### config.mk
export PLATFORM = sky130hd
export DESIGN_NAME = rca_seq_ctrl
export DESIGN_NICKNAME = d
export VERILOG_FILES = /design/src/rtl/rca_seq_ctrl.sv
export SDC_FILE = /design/constraint.sdc
export NUM_CORES = 1
export LEC_CHECK = 0
export CORE_MARGIN = 2
export CORE_UTILIZATION = 30
export DETAILED_ROUTE_END_ITERATION = 16
export SETUP_SLACK_MARGIN = 0.1
export SLEW_MARGIN = 10
export SYNTH_ARGS = -nofsm -noshare
export SYNTH_HDL_FRONTEND = slang
export SYNTH_SLANG_ARGS = --single-unit
### constraint.sdc
create_clock -name clk -period 4.6 [get_ports clk]
set_input_delay 0.69 -clock clk [delete_from_list [all_inputs] [get_ports clk]]
set_output_delay 0.69 -clock clk [all_outputs]
set_load 0.01 [all_outputs]
### src/rtl/rca_seq_ctrl.sv
// rtl/rca_seq_ctrl.sv - two-requester sequencer driving a shared external ripple-carry adder slice
module rca_seq_ctrl #(
    parameter int OP_W    = 16,
    parameter int SLICE_W = 4
) (
    input  logic               clk,
    input  logic               rst_n,
    input  logic               req0_valid,
    output logic               req0_ready,
    input  logic [OP_W-1:0]    req0_a,
    input  logic [OP_W-1:0]    req0_b,
    input  logic               req0_cin,
    input  logic               req1_valid,
    output logic               req1_ready,
    input  logic [OP_W-1:0]    req1_a,
    input  logic [OP_W-1:0]    req1_b,
    input  logic               req1_cin,
    output logic               res_valid,
    input  logic               res_ready,
    output logic [OP_W-1:0]    res_sum,
    output logic               res_cout,
    output logic               res_id,
    output logic [SLICE_W-1:0] slc_a,
    output logic [SLICE_W-1:0] slc_b,
    output logic               slc_cin,
    input  logic [SLICE_W-1:0] slc_sum,
    input  logic               slc_cout
);

    localparam int NSLICE = OP_W / SLICE_W;
    localparam int CNT_W  = (NSLICE > 2) ? $clog2(NSLICE) : 1;

    typedef enum logic [1:0] {
        S_IDLE = 2'd0,
        S_RUN  = 2'd1,
        S_DONE = 2'd2
    } state_t;

    state_t            r_state;
    state_t            w_state_nxt;
    logic [CNT_W-1:0]  r_cnt;
    logic              r_carry;
    logic              r_prio;
    logic [OP_W-1:0]   r_a;
    logic [OP_W-1:0]   r_b;
    logic              r_id;
    logic [OP_W-1:0]   r_sum;
    logic [OP_W-1:0]   r_res_sum;
    logic              r_res_cout;
    logic              r_res_id;

    logic              w_gnt;
    logic              w_acc;
    logic              w_last;
    logic [OP_W-1:0]   w_sum_nxt;

    // Arbitration: a lone requester wins; on contention the priority pointer decides.
    always_comb begin
        w_gnt = 1'b0;
        if (req0_valid && req1_valid) begin
            w_gnt = r_prio;
        end else if (req1_valid) begin
            w_gnt = 1'b1;
        end
        req0_ready = (r_state == S_IDLE) && req0_valid && !w_gnt;
        req1_ready = (r_state == S_IDLE) && req1_valid &&  w_gnt;
        w_acc      = (req0_valid && req0_ready) || (req1_valid && req1_ready);
        w_last     = (r_cnt == CNT_W'(NSLICE - 1));
    end

    // Slice operands are only presented while running; quiet zeros otherwise.
    always_comb begin
        slc_a     = '0;
        slc_b     = '0;
        slc_cin   = 1'b0;
        w_sum_nxt = r_sum;
        if (r_state == S_RUN) begin
            slc_a   = r_a[r_cnt*SLICE_W +: SLICE_W];
            slc_b   = r_b[r_cnt*SLICE_W +: SLICE_W];
            slc_cin = r_carry;
        end
        w_sum_nxt[r_cnt*SLICE_W +: SLICE_W] = slc_sum;
    end

    // Next-state logic for the IDLE/RUN/DONE sequence.
    always_comb begin
        w_state_nxt = r_state;
        case (r_state)
            S_IDLE:  if (w_acc) w_state_nxt = S_RUN;
            S_RUN:   if (w_last) w_state_nxt = S_DONE;
            S_DONE:  if (res_ready) w_state_nxt = S_IDLE;
            default: w_state_nxt = S_IDLE;
        endcase
    end

    // State register.
    always_ff @(posedge clk or negedge rst_n) begin
        if (!rst_n) begin
            r_state <= S_IDLE;
        end else begin
            r_state <= w_state_nxt;
        end
    end

    // Operand capture, per-slice accumulation and result hold registers.
    // The result registers are separate from the working sum so they stay
    // stable after the handshake while the next operation is computing.
    always_ff @(posedge clk or negedge rst_n) begin
        if (!rst_n) begin
            r_cnt      <= '0;
            r_carry    <= 1'b0;
            r_prio     <= 1'b0;
            r_a        <= '0;
            r_b        <= '0;
            r_id       <= 1'b0;
            r_sum      <= '0;
            r_res_sum  <= '0;
            r_res_cout <= 1'b0;
            r_res_id   <= 1'b0;
        end else if (r_state == S_IDLE) begin
            if (w_acc) begin
                r_a     <= w_gnt ? req1_a   : req0_a;
                r_b     <= w_gnt ? req1_b   : req0_b;
                r_carry <= w_gnt ? req1_cin : req0_cin;
                r_id    <= w_gnt;
                r_prio  <= ~w_gnt;
                r_cnt   <= '0;
            end
        end else if (r_state == S_RUN) begin
            r_sum   <= w_sum_nxt;
            r_carry <= slc_cout;
            r_cnt   <= r_cnt + 1'b1;
            if (w_last) begin
                r_res_sum  <= w_sum_nxt;
                r_res_cout <= slc_cout;
                r_res_id   <= r_id;
            end
        end
    end

    assign res_valid = (r_state == S_DONE);
    assign res_sum   = r_res_sum;
    assign res_cout  = r_res_cout;
    assign res_id    = r_res_id;

endmodule
==> results of run 1 <==
## per-stage QoR
stage	util, %	hold WS, ps
6_report	42.8	469
5_1_grt	42.8	491
4_1_cts	42.8	480
3_5_place_dp	40.5	467
3_3_place_gp	40.5	454
2_1_floorplan	-	394
## layout by cell type (no fill, tap or decap), drive strengths merged, types with 6 or more instances in the layout
| cell | netlist | final |
|---|---|---|
| a21oi | 17 | 17 |
| a221o | 24 | 24 |
| a32o | 16 | 16 |
| and2 | 33 | 33 |
| clkbuf | 3 | 12 |
| clkdlybuf4s50 | 0 | 104 |
| dfrtp | 73 | 73 |
| ha | 6 | 6 |
| mux2i | 9 | 9 |
| mux4 | 8 | 8 |
| nand2 | 35 | 35 |
| nor2b | 17 | 17 |
| o21ai | 29 | 29 |
## state kept, by name (all words and copies together) (netlist names)
signal,count
r_a,16
r_id,1
r_sum,16
r_cnt,2
r_state,2
res_sum,16
res_cout,1
r_carry,1
res_id,1
r_prio,1
r_b,16
## per-layer routing
| metal | part of all wire, % | routed length (um) | vias to the layer above |
|---|---|---|---|
| li1 | - | - | 1326 |
| met1 | 47 | 4090 | 1293 |
| met2 | 47 | 4110 | 75 |
| met3 | 5.1 | 446 | 10 |
| met4 | 1.1 | 95 | 0 |
| met5 | 0 | 0 | - |
## how the worst max path moves through the flow
stage / startpoint / to / depth (start not counted)
floorplan: r_cnt[0] / slc_b[3] / 3
global placement: req1_valid / req1_ready / 4
detailed placement: req1_valid / req1_ready / 4
CTS: req1_valid / req1_ready / 4
global route: req1_valid / req1_ready / 4
finish: req1_valid / req1_ready / 4
## critical path, stage by stage
cell,delay (ps)
clkdlybuf4s50_1,550
o21ai_2,250
nor3_4,850
clkdlybuf4s50_1,700
## power by group
part	switching (mW)	internal [mW]	leakage, nW	total (mW)
clock	0.249	0.375	0.128	0.624
sequential	0.198	0.929	0.943	1.13
combinational	0.636	0.760	1.01	1.40
total	1.08	2.06	2.08	3.15
## cell families after synthesis
| group | after synthesis |
|---|---|
| AND/OR/NAND/NOR | 96 |
| multiplexers | 19 |
| AO/OA/AOI/OAI | 89 |
| buffers and inverters | 27 |
| flip-flops | 73 |
| adder cells (fa/ha/maj) | 6 |
## area by class of cell
cell class	instances	share of cell area [%]
sequential	73	36.9
multi-input combinational	210	32.2
timing repair buffer	108	21.6
clock buffer	12	4.98
tap	143	3.62
clock inverter	3	0.354
inverter	4	0.303
==> results_dict.tcl, run 1 <==
set metrics [dict create \
    first_global_vias 2728 \
    period_share_pct 81.2 \
    finalHoldViolations 0 \
    total_power_mw 3.15 \
    relSlewSlack_pct 24.0 \
    gp_congestion 0.739 \
    synthTopCellsByCount "dfrtp_1 (73), nand2_1 (34), and2_1 (32)" \
    final_area_um2 4950 \
    route.detailed.drc 0 \
    ys_top_cells_by_area "dfrtp_1 (51%), a221o_1 (6.7%), and2_1 (5.6%)" \
    synth_top_family_by_area "compound AO/OA/AOI/OAI gates" \
    rsz0062_at_grt "false" \
    r2r_slack_ps 1620 \
    grt_max_degree 74 \
    avgViaCountPerCell 4.89 \
    required_ps 3910 \
    grt_pass1_wl_um 14000 \
    p_per_area_nw_per_um2 636 \
    io_pins 106 \
    status "finished, final reports clean" \
    dpl.cell_count 538 \
    finalWorstSetupSlack_ps 865 \
    start_util_pct 31.0 \
    synth_edf_count 0 \
    grt_use_total_pct 13.9 \
    yosysWarnings 0 \
    placed_area_um2 4680 \
    crit_path_end_kind "output port" \
    wl_um 8740 \
    whs_path_depth 1 \
    finalNetCount 488 \
    use_met2_pct 22.7 \
    ant_nets 0 \
    initialDrtViolationCount 129 \
    multiInputGateArea_um2 1590 \
    syn_area_um2 3590 \
    dr_total_vias 2704 \
    final.fill_count 1123 \
    worstMarginPinSlew_ps 1120 \
    rows 39 \
    clkSlewWorstSetupHoldPaths_ps 60 \
    dp_slack_ps 824 \
    fin_cells 553 \
    syn_inst 310 \
    crit_fanout 26 \
    port_buffers 105 \
    avgSynthCellArea_um2 11.6 \
    ys_ff_latch 73 \
    drive_gt1_share_pct 9.02 \
    finalCriticalPeriod_ps 3740 \
    chipWidth_um 113 \
    cts_setup_buffers 0 \
    holdPathEnd "r_id" \
    use_met1_pct 18.1 \
    setup_viol 0 \
    synth_fa_ha_area_share_pct 2.09 \
    crit_type "input pin to output port" \
    synth-simple-area-share_pct 15.5 \
    clock.fmax_ghz 0.268 \
    synth-compound-area-share_pct 18.5 \
    syn_to_final_growth_pct 37.9 \
    seq_area_frac_synth_pct 50.9 \
    cp-start-kind "input pin" \
    antenna-diode-count 0 \
    maxCapViolations 0 \
    clockBufferDepth 2 \
    synthMuxAreaShare_pct 8.16 \
    ir_drop_mv 0.330 \
    use_met3_pct 4.14 \
    cts_hold_buffers 0 \
    antenna_found_initial 0 \
    worstReg2RegEnd "res_sum[2]" \
    drtPass1Iterations 4 \
    fin_skew_ps 6.51 \
    htree_num_levels 3 \
    arrival_ps 3050 \
    die_h_um 113 \
    drt-wirelength-per-cell_um 15.8 \
    syn_nets 392 \
    hpwl_um 5960 \
    yosys.area_share.xor_xnor_pct 0 \
    yosys.area.top_type_share_pct 50.9 \
    synthFlopType "dfrtp_1" \
    worstReg2RegStart "r_cnt[0]" \
    busiest_layer "met2" \
    reg2reg_depth 5 \
    overflow 0 \
    coreArea_um2 11600 \
    dieArea_um2 12900 \
    synth_most_common_cell "dfrtp_1" \
    p_leak_nw 2.08 \
    register_area_um2 1830 \
    report.final.slew_viol_count 0 \
    yosys.area.top_type "dfrtp_1" \
    clock_latency_ps 320 \
    root_buffer "clkbuf_16" \
    cts.sinks 73 \
    min_from "r_id" \
    cts-resized-gates 0 \
    cts_buffers 9 \
    finalSetupTns_ps 0 \
    synthArstFlopShare_pct 100 \
    cts_tree "yes" \
    hp-class "flop to flop" \
    synth.distinct_cells 33 \
]
(Power assumes the default switching activity.)
==> inputs of run 2 (changes only) <==
==> constraint.sdc (replaced) <==
create_clock -name clk -period 3.6 [get_ports clk]
set_input_delay 0.54 -clock clk [delete_from_list [all_inputs] [get_ports clk]]
set_output_delay 0.54 -clock clk [all_outputs]
set_load 0.01 [all_outputs]
==> results_dict.tcl, run 2 (synthesized netlist as in run 1, its figures left out) <==
set metrics [dict create \
    status "finished, final reports clean" \
    finalCriticalPeriod_ps 3040 \
    htree_num_levels 3 \
    antenna-diode-count 0 \
    finalHoldViolations 0 \
    chipWidth_um 113 \
    report.final.slew_viol_count 0 \
    gp_congestion 0.758 \
    slowest_stage "dfrtp_1" \
    pwr-share-comb_pct 43.8 \
    rows 39 \
    clock_latency_ps 320 \
    p_per_area_nw_per_um2 824 \
    grt_pass1_wl_um 15100 \
    grt_use_total_pct 14.8 \
    rsz0062_at_grt "false" \
    first_global_vias 2927 \
    cp-start-kind "flop" \
    crit_fanout 16 \
    port_buffers 105 \
    crit_path_end_kind "output port" \
    wl_um 8900 \
    overflow 0 \
    root_buffer "clkbuf_16" \
    worstReg2RegStart "r_cnt[0]" \
    io_pins 106 \
    clockBufferDepth 2 \
    required_ps 3060 \
    crit_path_start "r_cnt[0]" \
    drt-wirelength-per-cell_um 15.9 \
    finalNetCount 492 \
    ir_drop_mv 0.339 \
    final_cell_mix "clkdlybuf4s50_1 (104), dfrtp_1 (73), nand2_1 (34), and2_1 (32), a221o_1 (24)" \
    maxCapViolations 0 \
    finalSetupTns_ps 0 \
    utilization_pct 43.3 \
    crit_type "flop to output port" \
    die_h_um 113 \
    p_leak_nw 2.11 \
    total_power_mw 4.13 \
    cts-resized-gates 0 \
    ant_nets 0 \
    clkSlewWorstSetupHoldPaths_ps 60 \
    antenna_found_initial 0 \
    hp-class "input pin to asynchronous set/reset pin" \
    switching_share_pct 34.3 \
    syn_to_final_growth_pct 39.4 \
    hpwl_um 6200 \
    grt_max_degree 74 \
    cts_setup_buffers 0 \
    start_util_pct 31.0 \
    power.internal_mw 2.71 \
    path_cells "mux4_2 > and2_1 > clkdlybuf4s50_1" \
    placed_area_um2 4710 \
    period_share_pct 84.6 \
    fin_skew_ps 6.20 \
    dieArea_um2 12900 \
    avgViaCountPerCell 5.07 \
    clkPwrFrac_pct 21.0 \
    setup_viol 0 \
    arrival_ps 2500 \
    cts.sinks 73 \
    p_seq_share_pct 35.2 \
    dr_total_vias 2829 \
    cts_hold_buffers 0 \
    p_switching_mw 1.42 \
    drive_gt1_share_pct 10.1 \
    final_area_um2 5000 \
    drtPass1Iterations 4 \
    cts_buffers 9 \
    coreArea_um2 11600 \
    initialDrtViolationCount 138 \
    route.detailed.drc 0 \
    slowest_delay_ps 930 \
    worstMarginPinSlew_ps 929 \
    final_common_cell "clkdlybuf4s50_1" \
    cts_tree "yes" \
    final.fill_count 1086 \
    relSlewSlack_pct 38.0 \
    clock.fmax_ghz 0.328 \
]
## run 2: final timing paths
path,cells after the start,slack (ps),end
max,3,560,slc_b[3]
min,1,350,res_sum[9]
max reg2reg,6,1190,res_sum[6]
min reg2reg,2,480,r_b[0]
max in group asynchronous,1,2640,res_id
min in group clk,2,480,r_b[0]
## run 2: layout make-up
type / count / area (um2) / share of cell area, %
clock inverter: 5 / 56.3 / 1.13
clock buffer: 11 / 233 / 4.65
timing repair buffer: 112 / 1100 / 22.0
multi-input combinational: 210 / 1590 / 31.8
inverter: 4 / 15.0 / 0.300
tap: 143 / 179 / 3.58
sequential: 73 / 1830 / 36.5
## run 2: worst max-delay path, delay by kind of cell, from the launching register on
kind | cells | cell delay, ps
DFF | 1 | 930
muxes | 1 | 600
buffers and inverters | 1 | 480
and+or+nand+nor | 1 | 180
## run 2: routing by layer
metal	global-route usage [%]	vias to the layer above	part of all wire (%)
met4	3.98	0	0.96
met2	23.6	91	47
met1	19.7	1392	46
met3	4.78	10	6.4
met5	0	-	0
li1	-	1336	-
## run 2: power groups by stage
stage | combinational (mW) | sequential (mW) | clock (mW)
CTS | 1.84 | 1.46 | 0.895
global placement | 1.79 | 1.47 | 0
finish | 1.81 | 1.45 | 0.866
global route | 2.00 | 1.52 | 0.937
floorplan | 1.25 | 1.38 | 0
detailed placement | 1.83 | 1.47 | 0
## run 2: per-stage QoR
stage	instances	setup slack, ps	hold slack (ps)
6_report	558	556	351
4_1_cts	558	463	402
3_5_place_dp	542	829	467
2_1_floorplan	310	1680	244
3_3_place_gp	542	833	455
5_1_grt	558	353	435
==> inputs of run 3 (changes only) <==
==> constraint.sdc (replaced) <==
create_clock -name clk -period 3.05 [get_ports clk]
set_input_delay 0.4575 -clock clk [delete_from_list [all_inputs] [get_ports clk]]
set_output_delay 0.4575 -clock clk [all_outputs]
set_load 0.01 [all_outputs]
==> results_dict.tcl, run 3 (synthesized netlist as in run 1, its figures left out) <==
set metrics [dict create \
    hp-class "input pin to asynchronous set/reset pin" \
    port_buffers 105 \
    arrival_ps 2160 \
    clock_latency_ps 330 \
    holdWs_ps 253 \
    final_common_cell "clkdlybuf4s50_1" \
    power.internal_mw 3.21 \
    p_switching_mw 1.70 \
    start_util_pct 31.0 \
    grt_max_degree 74 \
    final_cell_mix "clkdlybuf4s50_1 (104), dfrtp_1 (72), nand2_1 (34), and2_1 (32), a221o_1 (24)" \
    chipWidth_um 113 \
    clockBufferDepth 2 \
    final.fill_count 1132 \
    gp_congestion 0.754 \
    initialDrtViolationCount 104 \
    crit_fanout 13 \
    drtPass1Iterations 4 \
    cts_tree "yes" \
    dp_slack_ps 509 \
    drive_gt1_share_pct 10.6 \
    finalSetupTns_ps 0 \
    htree_num_levels 3 \
    hpwl_um 6230 \
    io_pins 106 \
    first_global_vias 2912 \
    status "finished, final reports clean" \
    ant_nets 0 \
    antenna-diode-count 0 \
    grt_use_total_pct 14.9 \
    route.detailed.drc 0 \
    worstMarginPinSlew_ps 931 \
    finalNetCount 493 \
    cts.sinks 73 \
    coreArea_um2 11600 \
    dieArea_um2 12900 \
    drt-wirelength-per-cell_um 16.4 \
    crit_type "flop to output port" \
    register_area_um2 1830 \
    report.final.slew_viol_count 0 \
    clkPwrFrac_pct 21.1 \
    required_ps 2590 \
    cp-start-kind "flop" \
    clock.fmax_ghz 0.381 \
    rsz0062_at_grt "false" \
    maxCapViolations 0 \
    antenna_found_initial 0 \
    ir_drop_mv 0.451 \
    finalHoldViolations 0 \
    finalCriticalPeriod_ps 2620 \
    cts_buffers 9 \
    fin_skew_ps 6.67 \
    syn_to_final_growth_pct 39.6 \
    p_per_area_nw_per_um2 979 \
    multiInputGateArea_um2 1590 \
    switching_share_pct 34.6 \
    p_leak_nw 2.12 \
    wl_um 9170 \
    finalWorstSetupSlack_ps 428 \
    overflow 0 \
    p_seq_share_pct 34.8 \
    die_h_um 113 \
    grt_pass1_wl_um 15000 \
    root_buffer "clkbuf_16" \
    rows 39 \
    period_share_pct 86.0 \
    reg2reg_depth 6 \
    clkSlewWorstSetupHoldPaths_ps 60 \
    crit_path_end_kind "output port" \
    setup_viol 0 \
    avgViaCountPerCell 4.97 \
    dr_total_vias 2776 \
    pwr-share-comb_pct 44.1 \
    relSlewSlack_pct 37.9 \
]
-- run 3: power by group through the flow --
| stage | Combinational (mW) | Clock (mW) | Sequential [mW] |
|---|---|---|---|
| after global routing | 2.39 | 1.10 | 1.78 |
| after floorplan | 1.48 | 0 | 1.63 |
| final | 2.16 | 1.04 | 1.71 |
| after detailed placement | 2.20 | 0 | 1.72 |
| after CTS | 2.20 | 1.06 | 1.72 |
| after global placement | 2.15 | 0 | 1.72 |
-- run 3: metrics by stage --
step	util (%)	std cells	power (mW)	cell area, um2
after floorplan	-	310	3.11	3590
after global placement	40.8	543	3.86	4720
after detailed placement	40.8	543	3.92	4720
after CTS	43.3	559	4.98	5010
after global routing	43.3	559	5.27	5010
final	43.3	559	4.91	5010
-- run 3: what timing repair did --
item	in CTS	in global routing
hold buffers	0	0
buffers inserted	0	0
setup endpoints to repair	0	8
gates resized for setup	0	1
-- run 3: worst max-delay path, stage by stage, from the launching register on --
cell             delay [ps]
dfrtp_1                 780
mux4_2                  410
and2_1                  170
clkdlybuf4s50_1         470
-- run 3: final timing paths --
kind	endpoint	slack, ps	start
setup / recovery	slc_b[2]	430	r_cnt[1]
hold / removal	res_sum[8]	250	rst_n
setup reg to reg	res_sum[7]	780	r_cnt[1]
hold reg to reg	r_id	470	r_id
max in group asynchronous	r_cnt[0]	2120	rst_n
min in group clk	r_id	470	r_id
-- run 3: layout make-up --
| type | instances | area share (%) |
|---|---|---|
| Clock buffer | 11 | 4.64 |
| Clock inverter | 5 | 1.12 |
| Inverter | 4 | 0.300 |
| Multi-Input combinational cell | 210 | 31.8 |
| Tap cell | 143 | 3.57 |
| Timing Repair Buffer | 113 | 22.1 |
| Sequential cell | 73 | 36.5 |
-- run 3: metal layers --
layer / wire length (um) / share of wire (%) / global-route usage, %
met2: 4290 / 47 / 24.4
met3: 553 / 6.0 / 3.56
met1: 4200 / 46 / 19.4
met5: 0 / 0 / 0
met4: 120 / 1.3 / 5.45
